--- src/rtl/relu_backward_ctrl.sv ---
// Job controller for a fixed-latency ReLU-backward datapath: issues vectors under a FIFO credit limit and drains results in order.
// Define RELU_BWD_CTRL_STALL_CNT_EN to add the saturating stall_cycles counter output.
module relu_backward_ctrl #(
    parameter int WIDTH   = 4,
    parameter int LATENCY = 1,
    parameter int DEPTH   = 4
) (
    input  logic                clk,
    input  logic                reset,
    input  logic                start,
    input  logic [15:0]         num_vecs,
    input  logic                in_valid,
    output logic                in_ready,
    input  logic [32*WIDTH-1:0] in_vec,
    output logic [32*WIDTH-1:0] dp_in_vec,
    input  logic [32*WIDTH-1:0] dp_out_vec,
    output logic                out_valid,
    input  logic                out_ready,
    output logic [32*WIDTH-1:0] out_vec,
    output logic                busy,
    output logic                done
`ifdef RELU_BWD_CTRL_STALL_CNT_EN
    ,
    output logic [31:0]         stall_cycles
`endif
);

    localparam int PTR_W = $clog2(DEPTH);
    localparam int CNT_W = PTR_W + 1;
    localparam logic [CNT_W:0] DEPTH_C = (CNT_W + 1)'(DEPTH);

    typedef enum logic [1:0] {IDLE, RUN, DRAIN, DONE} state_t;

    state_t              state_q, state_d;
    logic [15:0]         num_vecs_q, num_vecs_d;
    logic [15:0]         issued_q, issued_d;
    logic [15:0]         retired_q, retired_d;
    logic [LATENCY-1:0]  vld_q, vld_d;
    logic [CNT_W-1:0]    inflight_q, inflight_d;
    logic [CNT_W-1:0]    fifo_count_q, fifo_count_d;
    logic [PTR_W-1:0]    wr_ptr_q, wr_ptr_d;
    logic [PTR_W-1:0]    rd_ptr_q, rd_ptr_d;
    logic [32*WIDTH-1:0] dp_in_vec_q, dp_in_vec_d;
    logic [32*WIDTH-1:0] mem_q [DEPTH];

    logic                start_ok;
    logic                issue;
    logic                fifo_wr;
    logic                fifo_rd;
    logic [CNT_W:0]      credit_used;

    always_ff @(posedge clk) begin
        if (!reset) begin
            state_q      <= IDLE;
            num_vecs_q   <= '0;
            issued_q     <= '0;
            retired_q    <= '0;
            vld_q        <= '0;
            inflight_q   <= '0;
            fifo_count_q <= '0;
            wr_ptr_q     <= '0;
            rd_ptr_q     <= '0;
            dp_in_vec_q  <= '0;
        end else begin
            state_q      <= state_d;
            num_vecs_q   <= num_vecs_d;
            issued_q     <= issued_d;
            retired_q    <= retired_d;
            vld_q        <= vld_d;
            inflight_q   <= inflight_d;
            fifo_count_q <= fifo_count_d;
            wr_ptr_q     <= wr_ptr_d;
            rd_ptr_q     <= rd_ptr_d;
            dp_in_vec_q  <= dp_in_vec_d;
        end
    end

    // Result storage carries no reset; occupancy is governed solely by the pointers and count.
    always_ff @(posedge clk) begin
        if (fifo_wr) begin
            mem_q[wr_ptr_q] <= dp_out_vec;
        end
    end

    // DRAIN finishes on the cycle the last retire happens, so done follows it by one cycle.
    always_comb begin
        state_d = state_q;
        case (state_q)
            IDLE:    if (start) state_d = (num_vecs == 16'd0) ? DONE : RUN;
            RUN:     if (issued_q == num_vecs_q) state_d = DRAIN;
            DRAIN:   if (retired_d == num_vecs_q) state_d = DONE;
            DONE:    state_d = IDLE;
            default: state_d = IDLE;
        endcase
    end

    // Vectors in the datapath already own a FIFO slot, so the no-stall datapath can never overflow it.
    always_comb begin
        credit_used = {1'b0, inflight_q} + {1'b0, fifo_count_q};
        in_ready    = (state_q == RUN) && (issued_q < num_vecs_q) && (credit_used < DEPTH_C);
        out_valid   = (fifo_count_q != '0);
        out_vec     = out_valid ? mem_q[rd_ptr_q] : '0;
        dp_in_vec   = dp_in_vec_q;
        busy        = (state_q != IDLE);
        done        = (state_q == DONE);
    end

    always_comb begin
        start_ok     = start && (state_q == IDLE);
        issue        = in_valid && in_ready;
        fifo_wr      = vld_q[LATENCY-1];
        fifo_rd      = out_valid && out_ready;
        num_vecs_d   = start_ok ? num_vecs : num_vecs_q;
        issued_d     = start_ok ? 16'd0 : issued_q + 16'(issue);
        retired_d    = start_ok ? 16'd0 : retired_q + 16'(fifo_rd);
        vld_d        = vld_q << 1;
        vld_d[0]     = issue;
        inflight_d   = inflight_q + CNT_W'(issue) - CNT_W'(fifo_wr);
        fifo_count_d = fifo_count_q + CNT_W'(fifo_wr) - CNT_W'(fifo_rd);
        wr_ptr_d     = wr_ptr_q + PTR_W'(fifo_wr);
        rd_ptr_d     = rd_ptr_q + PTR_W'(fifo_rd);
        dp_in_vec_d  = issue ? in_vec : dp_in_vec_q;
    end

`ifdef RELU_BWD_CTRL_STALL_CNT_EN
    logic [31:0] stall_cycles_q, stall_cycles_d;

    always_comb begin
        stall_cycles_d = stall_cycles_q;
        if (start_ok) begin
            stall_cycles_d = '0;
        end else if (busy && out_valid && !out_ready && (stall_cycles_q != 32'hFFFF_FFFF)) begin
            stall_cycles_d = stall_cycles_q + 32'd1;
        end
    end

    always_ff @(posedge clk) begin
        if (!reset) begin
            stall_cycles_q <= '0;
        end else begin
            stall_cycles_q <= stall_cycles_d;
        end
    end

    assign stall_cycles = stall_cycles_q;
`endif

endmodule

--- config.mk ---
export PLATFORM = sky130hd
export DESIGN_NAME = relu_backward_ctrl
export DESIGN_NICKNAME = d
export VERILOG_FILES = /design/src/rtl/relu_backward_ctrl.sv
export SDC_FILE = /design/constraint.sdc
export NUM_CORES = 1
export LEC_CHECK = 0
export CAP_MARGIN = 20
export CORE_UTILIZATION = 25
export DETAILED_ROUTE_END_ITERATION = 8
export GPL_ROUTABILITY_DRIVEN = 1
export PLACE_DENSITY = 0.5
export SETUP_SLACK_MARGIN = 0.2
export SKIP_CTS_REPAIR_TIMING = 1
export SYNTH_ARGS = -nofsm -noshare
export SYNTH_HDL_FRONTEND = slang
export SYNTH_SLANG_ARGS = --single-unit
export TNS_END_PERCENT = 30
--- constraint.sdc ---
create_clock -name clk -period 22.7 [get_ports clk]
set_clock_uncertainty 0.1 [all_clocks]
set_input_delay 3.405 -clock clk [delete_from_list [all_inputs] [get_ports clk]]
set_output_delay 3.405 -clock clk [all_outputs]
set_load 0.02 [all_outputs]
**Word-level counts from Yosys, hierarchy flattened**

Memories as Yosys holds them, arrays and structs flattened. A register that Yosys moved wholly into a read port is not among the register bits.
Index checks and enable logic that the tools add are counted.

- Bits in registers: 189
- Bits in writable memories: 512
- Bits of input ports: 277
- Output and inout bits: 260
- Logic and storage cells: 52
- Memories kept: 1

- $add $sub $neg: 9
- $lt $le $gt $ge: 2
- Equal/unequal tests: 8
- Mux-type cells: 10
- Bitwise operators: 1
- Reduce and logical (&&, ||, !) cells: 11

Memory list:

| name | words | bits a word | rd ports | clocked after Yosys merged registers in | wr ports | RTL line | RTL |
|---|---|---|---|---|---|---|---|
| mem_q | 4 | 128 | 1 | 1 | 1 | 44 | `logic [32*WIDTH-1:0] mem_q [DEPTH];` |

Operators by type and width:

| operator | count |
|---|---|
| $mux 128 | 1 |
| $add 16x1->16 | 2 |
| $eq 16x16->1 | 2 |
| $logic_not 16->1 | 1 |
| $lt 16x16->1 | 1 |
| $mux 16 | 1 |
| $mux 2 | 5 |
| $pmux 2 s4 | 1 |
| $add 3x1->3 | 2 |
| $ne 2x2->1 const B | 3 |
| $sub 3x1->3 | 2 |
| $logic_and 1x1->1 | 5 |
| $add 2x1->2 | 2 |
| $add 3x3->4 | 1 |
| $eq 2x2->1 const B | 2 |
| $lt 4x3->1 const B | 1 |
| $reduce_and 3->1 | 1 |
| $reduce_bool 3->1 | 1 |
| $eq 2x1->1 const B | 1 |
| $logic_not 2->1 | 1 |
| $mux 1 | 2 |
| $reduce_bool 2->1 | 1 |
| $reduce_or 2->1 | 1 |
| $not 1->1 | 1 |

**Longest topological paths before layout**

Gate-level depths: netlist (run 1).

- Depth in word-level cells: 7
- Mapped depth: 20
- Mapped depth without buffers: 17

**Worst setup path before layout (run 1)**

No wires, ideal clock.

- Path kind: register -> register
- Start point: register vld_q, in the netlist fifo_wr
- End point: memory mem_q[0][0] in the netlist's numbering, enable pin
- Setup time: 773 ps
- Data arrival time: 9123 ps
- Data required time: 21827 ps
- Slack: 12704 ps
- Cell stages (with the launch flop): 3
- Buffers on the path: 0
- Clock period less this slack: 9996 ps
- Cells stage by stage: dfxtp_1 inv_1 nor3_1

- Longest elaborated chain between the ends: 2

RTL lines:

| what | RTL line | RTL |
|---|---|---|
| start: declaration | 38 | `logic [LATENCY-1:0] vld_q, vld_d;` |
| start signal: assignment | 69 | `vld_q <= vld_d;` |
| $mux 1 | 80 | `if (fifo_wr) begin` |
| $mux 1 (implied by the code) | 81 | `mem_q[wr_ptr_q] <= dp_out_vec;` |
| end: declaration | 44 |  |

Every way passes these cells.

==> impl_metrics.py, run 1 <==
metrics = {
    "die": {
        "start_util": 0.254,
        "ioPinCount": 537,
        "die_width_um": 333,
        "die-area_um2": 111000,
        "die_h_um": 333,
        "core_um2": 108000,
        "rows": 120,
    },
    "cells_and_area": {
        "final_nets": 2634,
        "area_growth_pct": 35.6,
        "drive_gt1_frac": 0.119,
        "fillCellCount": 10400,
        "stdcell_area_um2": 37100,
    },
    "sta": {
        "max_freq_mhz": 122,
        "slew_viol_final": 0,
        "post-route-min-period_ns": 8.18,
        "finalCritPeriodShare": 0.360,
        "final_hold_viol_count": 0,
        "setup_viol": 0,
        "max_slew_margin": 0.105,
        "worst_pin_slew_ns": 1.34,
        "rsz0062_at_grt": "no",
        "timing.setup.tns_ns": 0,
    },
    "clock_network": {
        "htreeDepth": 3,
        "clk_latency_ns": 0.64,
        "cts.sinks": 701,
        "cts_inserted_buffers": 84,
        "clockBufferDepth": 3,
        "cts_root_buf": "clkbuf_16",
        "path_clk_slew_ns": 0.05,
        "cts_tree": "built",
    },
    "critical_path": {
        "cp_slowest_stage_delay_ns": 0.91,
        "r2r_start": "num_vecs_q[3]$_SDFFE_PN0P_",
        "cp_slowest_cell": "dfxtp_4",
        "worstPathRequired_ns": 19.19,
        "cp_max_fo": 47,
        "arrival_ns": 4.68,
        "worstPathCellList": "buf_4 > buf_4 > mux4_2 > and2_1 > clkdlybuf4s50_1",
        "crit_type": "reg2out",
        "start_kind": "flop",
        "reg2reg_depth": 17,
        "reg2reg_to": "inflight_q[2]$_SDFF_PN0_",
        "endpoint_kind": "primary output",
        "r2r_setup_slack_ns": 18.16,
        "path_common_cell": "buf_4",
    },
    "power_and_ir_drop": {
        "power_frac_seq": 0.376,
        "power_density_nw_per_um2": 108,
        "p_int_mw": 2.82,
        "clkPwrFrac": 0.343,
        "leakagePower_nw": 12.0,
        "p_switching_mw": 1.19,
        "power_frac_comb": 0.281,
        "p_sw_frac": 0.296,
        "peakVddDrop_v": 0.0000493,
    },
    "yosys": {
        "syn_avg_cell_area_um2": 15.2,
        "syn_nets": 2108,
        "yosys.area_share.simple": 0.100,
        "yosys_warnings": 0,
        "synth_top_flop_cell": "edfxtp_1",
        "synth_compound_area_frac": 0.0403,
        "synth_fa_ha_area_frac": 0.0170,
        "synth_edf_count": 512,
        "ys_seq_area_frac": 0.700,
        "synth_top_family_by_area": "multiplexers",
        "yosysUniqueCellTypes": 47,
        "ys_async_sr_fraction": 0,
        "synth.ff_latch_count": 701,
        "synth_mux_area_frac": 0.106,
        "synth-xor-area-share": 0.0131,
        "netlist_area_um2": 27400,
        "netlist_instances": 1795,
    },
    "route": {
        "drt-wirelength-per-cell_um": 19.7,
        "dr.pass1.iters": 5,
        "ant_nets": 0,
        "drcViolationCount": 0,
        "initialDrtViolationCount": 820,
        "viasPerCell": 4.41,
        "routed-via-count": 16800,
        "wirelength_um": 74700,
    },
    "grt": {
        "overflow": 0,
        "grt_usage": 0.133,
        "grt_pass1_vias": 17900,
        "grt_max_degree": 241,
        "grt_first_pass_wirelength_um": 112000,
        "antenna_found_initial": 23,
    },
    "place": {
        "post_dp_cell_area_um2": 34100,
        "place_congestion": 0.852,
        "io_buffers": 536,
        "dp_hpwl_um": 46900,
    },
    "hold_path": {
        "hp-start": "dp_in_vec[5]$_SDFFE_PN0P_",
        "holdPathEnd": "dp_in_vec[5]$_SDFFE_PN0P_",
        "hold_path_depth": 2,
        "hp-class": "reg2reg",
    },
    "status": {
        "outcome": "completed",
    },
    "job": {
        "drv_cap": 0,
    },
}
-- layout make-up --
class / count / area, µm² / share of cell area
tap: 1403 / 1760 / 0.0473
timing repair buffer: 552 / 5600 / 0.151
multi-input combinational: 953 / 7590 / 0.205
antenna: 4 / 10.0 / 0.000270
clock buffer: 100 / 2200 / 0.0594
sequential: 701 / 19200 / 0.517
inverter: 29 / 109 / 0.00294
clock inverter: 57 / 651 / 0.0175
-- critical path: cells and delay by family, from the launching register on --
| family | cells | cell delay [ns] |
|---|---|---|
| buffers and inverters | 3 | 2.28 |
| flip-flops | 1 | 0.91 |
| multiplexers | 1 | 0.59 |
| AND/OR/NAND/NOR | 1 | 0.17 |
-- power by group through the flow --
stage	logic [mW]	clock network, mW	registers [mW]
2_1_floorplan	0.625	0	1.55
4_1_cts	1.14	1.42	1.51
5_1_grt	1.21	1.47	1.52
3_5_place_dp	1.14	0	1.54
6_report	1.13	1.37	1.51
3_3_place_gp	1.13	0	1.54
-- how the worst max path moves through the flow --
stage	start	endpoint	slack (ns)	depth (start not counted)
after floorplan	fifo_wr$_SDFF_PN0_	mem_q[0][0]$_DFFE_PP_	12.70	2
after global placement	rd_ptr_q[0]$_SDFF_PN0_	out_vec[60]	14.91	5
after detailed placement	rd_ptr_q[0]$_SDFF_PN0_	out_vec[3]	14.88	5
after CTS	rd_ptr_q[0]$_SDFF_PN0_	out_vec[3]	14.15	5
after global routing	rd_ptr_q[0]$_SDFF_PN0_	out_vec[5]	13.97	5
final	rd_ptr_q[0]$_SDFF_PN0_	out_vec[59]	14.52	5
-- synthesized netlist by cell type (12+ instances only) --
master / n / area, µm²
a21oi_1: 13 / 65.1
mux4_2: 128 / 2880
xor2_1: 17 / 149
buf_1: 23 / 86.3
o21ai_0: 92 / 460
dfxtp_1: 189 / 3780
clkbuf_1: 70 / 263
nor2_1: 37 / 139
nand4_1: 12 / 75.1
edfxtp_1: 512 / 15400
inv_1: 29 / 109
nand3_1: 147 / 736
xnor2_1: 24 / 210
a21boi_0: 16 / 120
and2_1: 141 / 882
ha_1: 34 / 425
o21ai_1: 46 / 230
nand2_1: 176 / 661
-- cells by family (layout without fill, tap and decap cells) --
group,count (synthesis),after routing
AOI/OAI and AO/OA,194,194
muxes,129,129
xor gates and xnor gates,41,41
and+or+nand+nor,553,553
adders and majority gates,36,36
other,0,4
buffers and inverters,141,738
DFF,701,701
-- layer usage --
metal	GRT usage	routed length, µm	vias up
met5	0	138	-
met3	0.0535	6540	133
li1	-	-	7801
met4	0.0428	2040	22
met2	0.220	35300	513
met1	0.158	30700	8294
-- flip-flops by register name (all words and copies together), names as in the netlist --
register,cells
fifo_wr,1
wr_ptr_q,2
state_q,2
issued_q,16
num_vecs_q,16
fifo_count_q,3
retired_q,16
mem_q,512
inflight_q,3
dp_in_vec,128
rd_ptr_q,2
-- cell usage in the layout (no fill, tap or decap), types with 17 or more instances in the layout --
cell,instances
edfxtp_1,512
inv_1,29
o21ai_0,92
dfxtp_1,187
nand3_1,147
and2_1,141
clkdlybuf4s50_1,535
ha_1,34
nand2_1,176
xor2_1,17
clkbuf_16,85
nor2_1,35
xnor2_1,24
clkinv_2,17
mux4_2,128
o21ai_1,46
-- per-stage QoR --
step / instances / hold slack [ns] / power (mW) / util / worst slack [ns]
after floorplan: 1795 / 0.343 / 2.18 / - / 12.70
after global placement: 3635 / 0.338 / 2.67 / 0.317 / 14.91
after detailed placement: 3635 / 0.344 / 2.68 / 0.317 / 14.88
after CTS: 3792 / 0.355 / 4.08 / 0.343 / 14.15
after global routing: 3798 / 0.368 / 4.20 / 0.344 / 13.97
final: 3799 / 0.352 / 4.01 / 0.344 / 14.52
No activity file was read; power rests on OpenSTA's default activity.
==> run 2: changes to the inputs <==
==> constraint.sdc (replaced) <==
create_clock -name clk -period 7.7 [get_ports clk]
set_clock_uncertainty 0.1 [all_clocks]
set_input_delay 1.155 -clock clk [delete_from_list [all_inputs] [get_ports clk]]
set_output_delay 1.155 -clock clk [all_outputs]
set_load 0.02 [all_outputs]
==> impl_metrics.py, run 2 (synthesis results as in run 1) <==
metrics = {
    "status": {
        "outcome": "completed",
    },
    "clock_network": {
        "clockBufferDepth": 3,
        "clk_latency_ns": 0.64,
        "path_clk_slew_ns": 0.06,
        "cts.sinks": 701,
        "cts_tree": "built",
        "htreeDepth": 3,
        "cts_inserted_buffers": 82,
        "cts_root_buf": "clkbuf_16",
    },
    "critical_path": {
        "worstPathCellList": "buf_4 > mux4_2 > and2_1 > clkdlybuf4s50_1",
        "endpoint_kind": "primary output",
        "crit_type": "reg2out",
        "worstPathRequired_ns": 6.44,
        "cp_max_fo": 38,
        "cp_slowest_stage_delay_ns": 0.92,
        "start_kind": "flop",
        "arrival_ns": 3.71,
        "cp_slowest_cell": "dfxtp_4",
    },
    "power_and_ir_drop": {
        "power_density_nw_per_um2": 316,
        "leakagePower_nw": 11.9,
        "peakVddDrop_v": 0.000182,
        "p_switching_mw": 3.47,
        "p_sw_frac": 0.297,
        "power_frac_comb": 0.284,
        "clkPwrFrac": 0.336,
        "power_frac_seq": 0.381,
        "p_int_mw": 8.20,
    },
    "sta": {
        "slew_viol_final": 0,
        "post-route-min-period_ns": 4.97,
        "final_hold_viol_count": 0,
        "rsz0062_at_grt": "no",
        "finalCritPeriodShare": 0.645,
        "worst_slack_ns": 2.73,
        "setup_viol": 0,
        "timing.setup.tns_ns": 0,
        "max_freq_mhz": 201,
        "max_slew_margin": 0.212,
        "worst_pin_slew_ns": 1.18,
    },
    "grt": {
        "grt_pass1_vias": 18000,
        "antenna_found_initial": 17,
        "overflow": 0,
        "grt_usage": 0.134,
        "grt_max_degree": 259,
        "grt_first_pass_wirelength_um": 112000,
    },
    "cells_and_area": {
        "largest_reg_flops": 512,
        "multi_input_area_um2": 7590,
        "regMostFlops": "mem_q",
        "final_nets": 2630,
        "fillCellCount": 10500,
        "layout_common_cells": "clkdlybuf4s50_1 (535), edfxtp_1 (512), dfxtp_1 (187)",
        "final_common_cell": "clkdlybuf4s50_1",
        "utilization": 0.342,
        "drive_gt1_frac": 0.114,
        "stdcell_area_um2": 36900,
        "final-seq-area_um2": 19200,
        "area_growth_pct": 35.0,
    },
    "route": {
        "drt-wirelength-per-cell_um": 19.8,
        "wirelength_um": 75100,
        "dr.pass1.iters": 5,
        "ant_nets": 0,
        "routed-via-count": 16800,
        "viasPerCell": 4.44,
        "initialDrtViolationCount": 749,
        "drcViolationCount": 0,
    },
    "job": {
        "drv_cap": 0,
    },
    "place": {
        "place_ws_ns": 3.03,
        "place_congestion": 0.786,
        "dp_hpwl_um": 47100,
        "io_buffers": 536,
        "post_dp_cell_area_um2": 34200,
    },
    "die": {
        "die_width_um": 333,
        "core_um2": 108000,
        "rows": 120,
        "die-area_um2": 111000,
        "ioPinCount": 537,
        "start_util": 0.254,
        "die_h_um": 333,
    },
    "hold_path": {
        "hp-class": "reg2reg",
    },
}
## run 2: cell count changes in the layout (fill, tap and decap cells not counted), sizes merged
cell      change
buf           -2
bufinv        -2
clkbuf        +3
clkinv        -3
clkinvlp      -2
diode         -3
inv           -4
## run 2: worst paths after layout
| kind | to | cells past startpoint | slack, ns | start |
|---|---|---|---|---|
| setup / recovery | out_vec[110] | 4 | 2.73 | rd_ptr_q[0]$_SDFF_PN0_ |
| hold / removal | dp_in_vec[115]$_SDFFE_PN0P_ | 2 | 0.35 | dp_in_vec[115]$_SDFFE_PN0P_ |
| setup reg to reg | inflight_q[2]$_SDFF_PN0_ | 18 | 2.97 | num_vecs_q[1]$_SDFFE_PN0P_ |
| hold reg to reg | dp_in_vec[115]$_SDFFE_PN0P_ | 2 | 0.35 | dp_in_vec[115]$_SDFFE_PN0P_ |
## run 2: power groups by stage
stage               registers (mW)  logic (mW)  clock network [mW]
finish                        4.44        3.31                3.91
global route                  4.48        3.56                4.18
CTS                           4.45        3.40                4.06
detailed placement            4.53        3.40                   0
global placement              4.52        3.37                   0
floorplan                     4.56        1.84                   0
## run 2: layout make-up
class | instances | share of cell area
Sequential cell | 701 | 0.519
Inverter | 29 | 0.00295
Timing Repair Buffer | 550 | 0.150
Multi-Input combinational cell | 953 | 0.206
Tap cell | 1403 | 0.0476
Clock buffer | 103 | 0.0594
Clock inverter | 46 | 0.0148
Antenna cell | 1 | 0.0000678
## run 2: routing by layer
metal  vias to the layer above  global-route usage  routed length, µm
li1                       7767                   -                  -
met1                      8382               0.160              31100
met2                       511               0.223              35700
met3                       129              0.0529               6550
met4                        20              0.0328               1530
met5                         -                   0                112
## run 2: critical path: cells and delay by family, from the launching register on
family / cells / cell delay, ns
DFF: 1 / 0.92
muxes: 1 / 0.58
buffers and inverters: 2 / 1.28
and+or+nand+nor: 1 / 0.19
## run 2: per-stage QoR
stage	std cells	total power, mW	hold slack, ns
floorplan	1795	6.40	0.343
global placement	3636	7.89	0.336
detailed placement	3636	7.92	0.343
CTS	3785	11.9	0.351
global route	3785	12.2	0.366
finish	3786	11.7	0.349
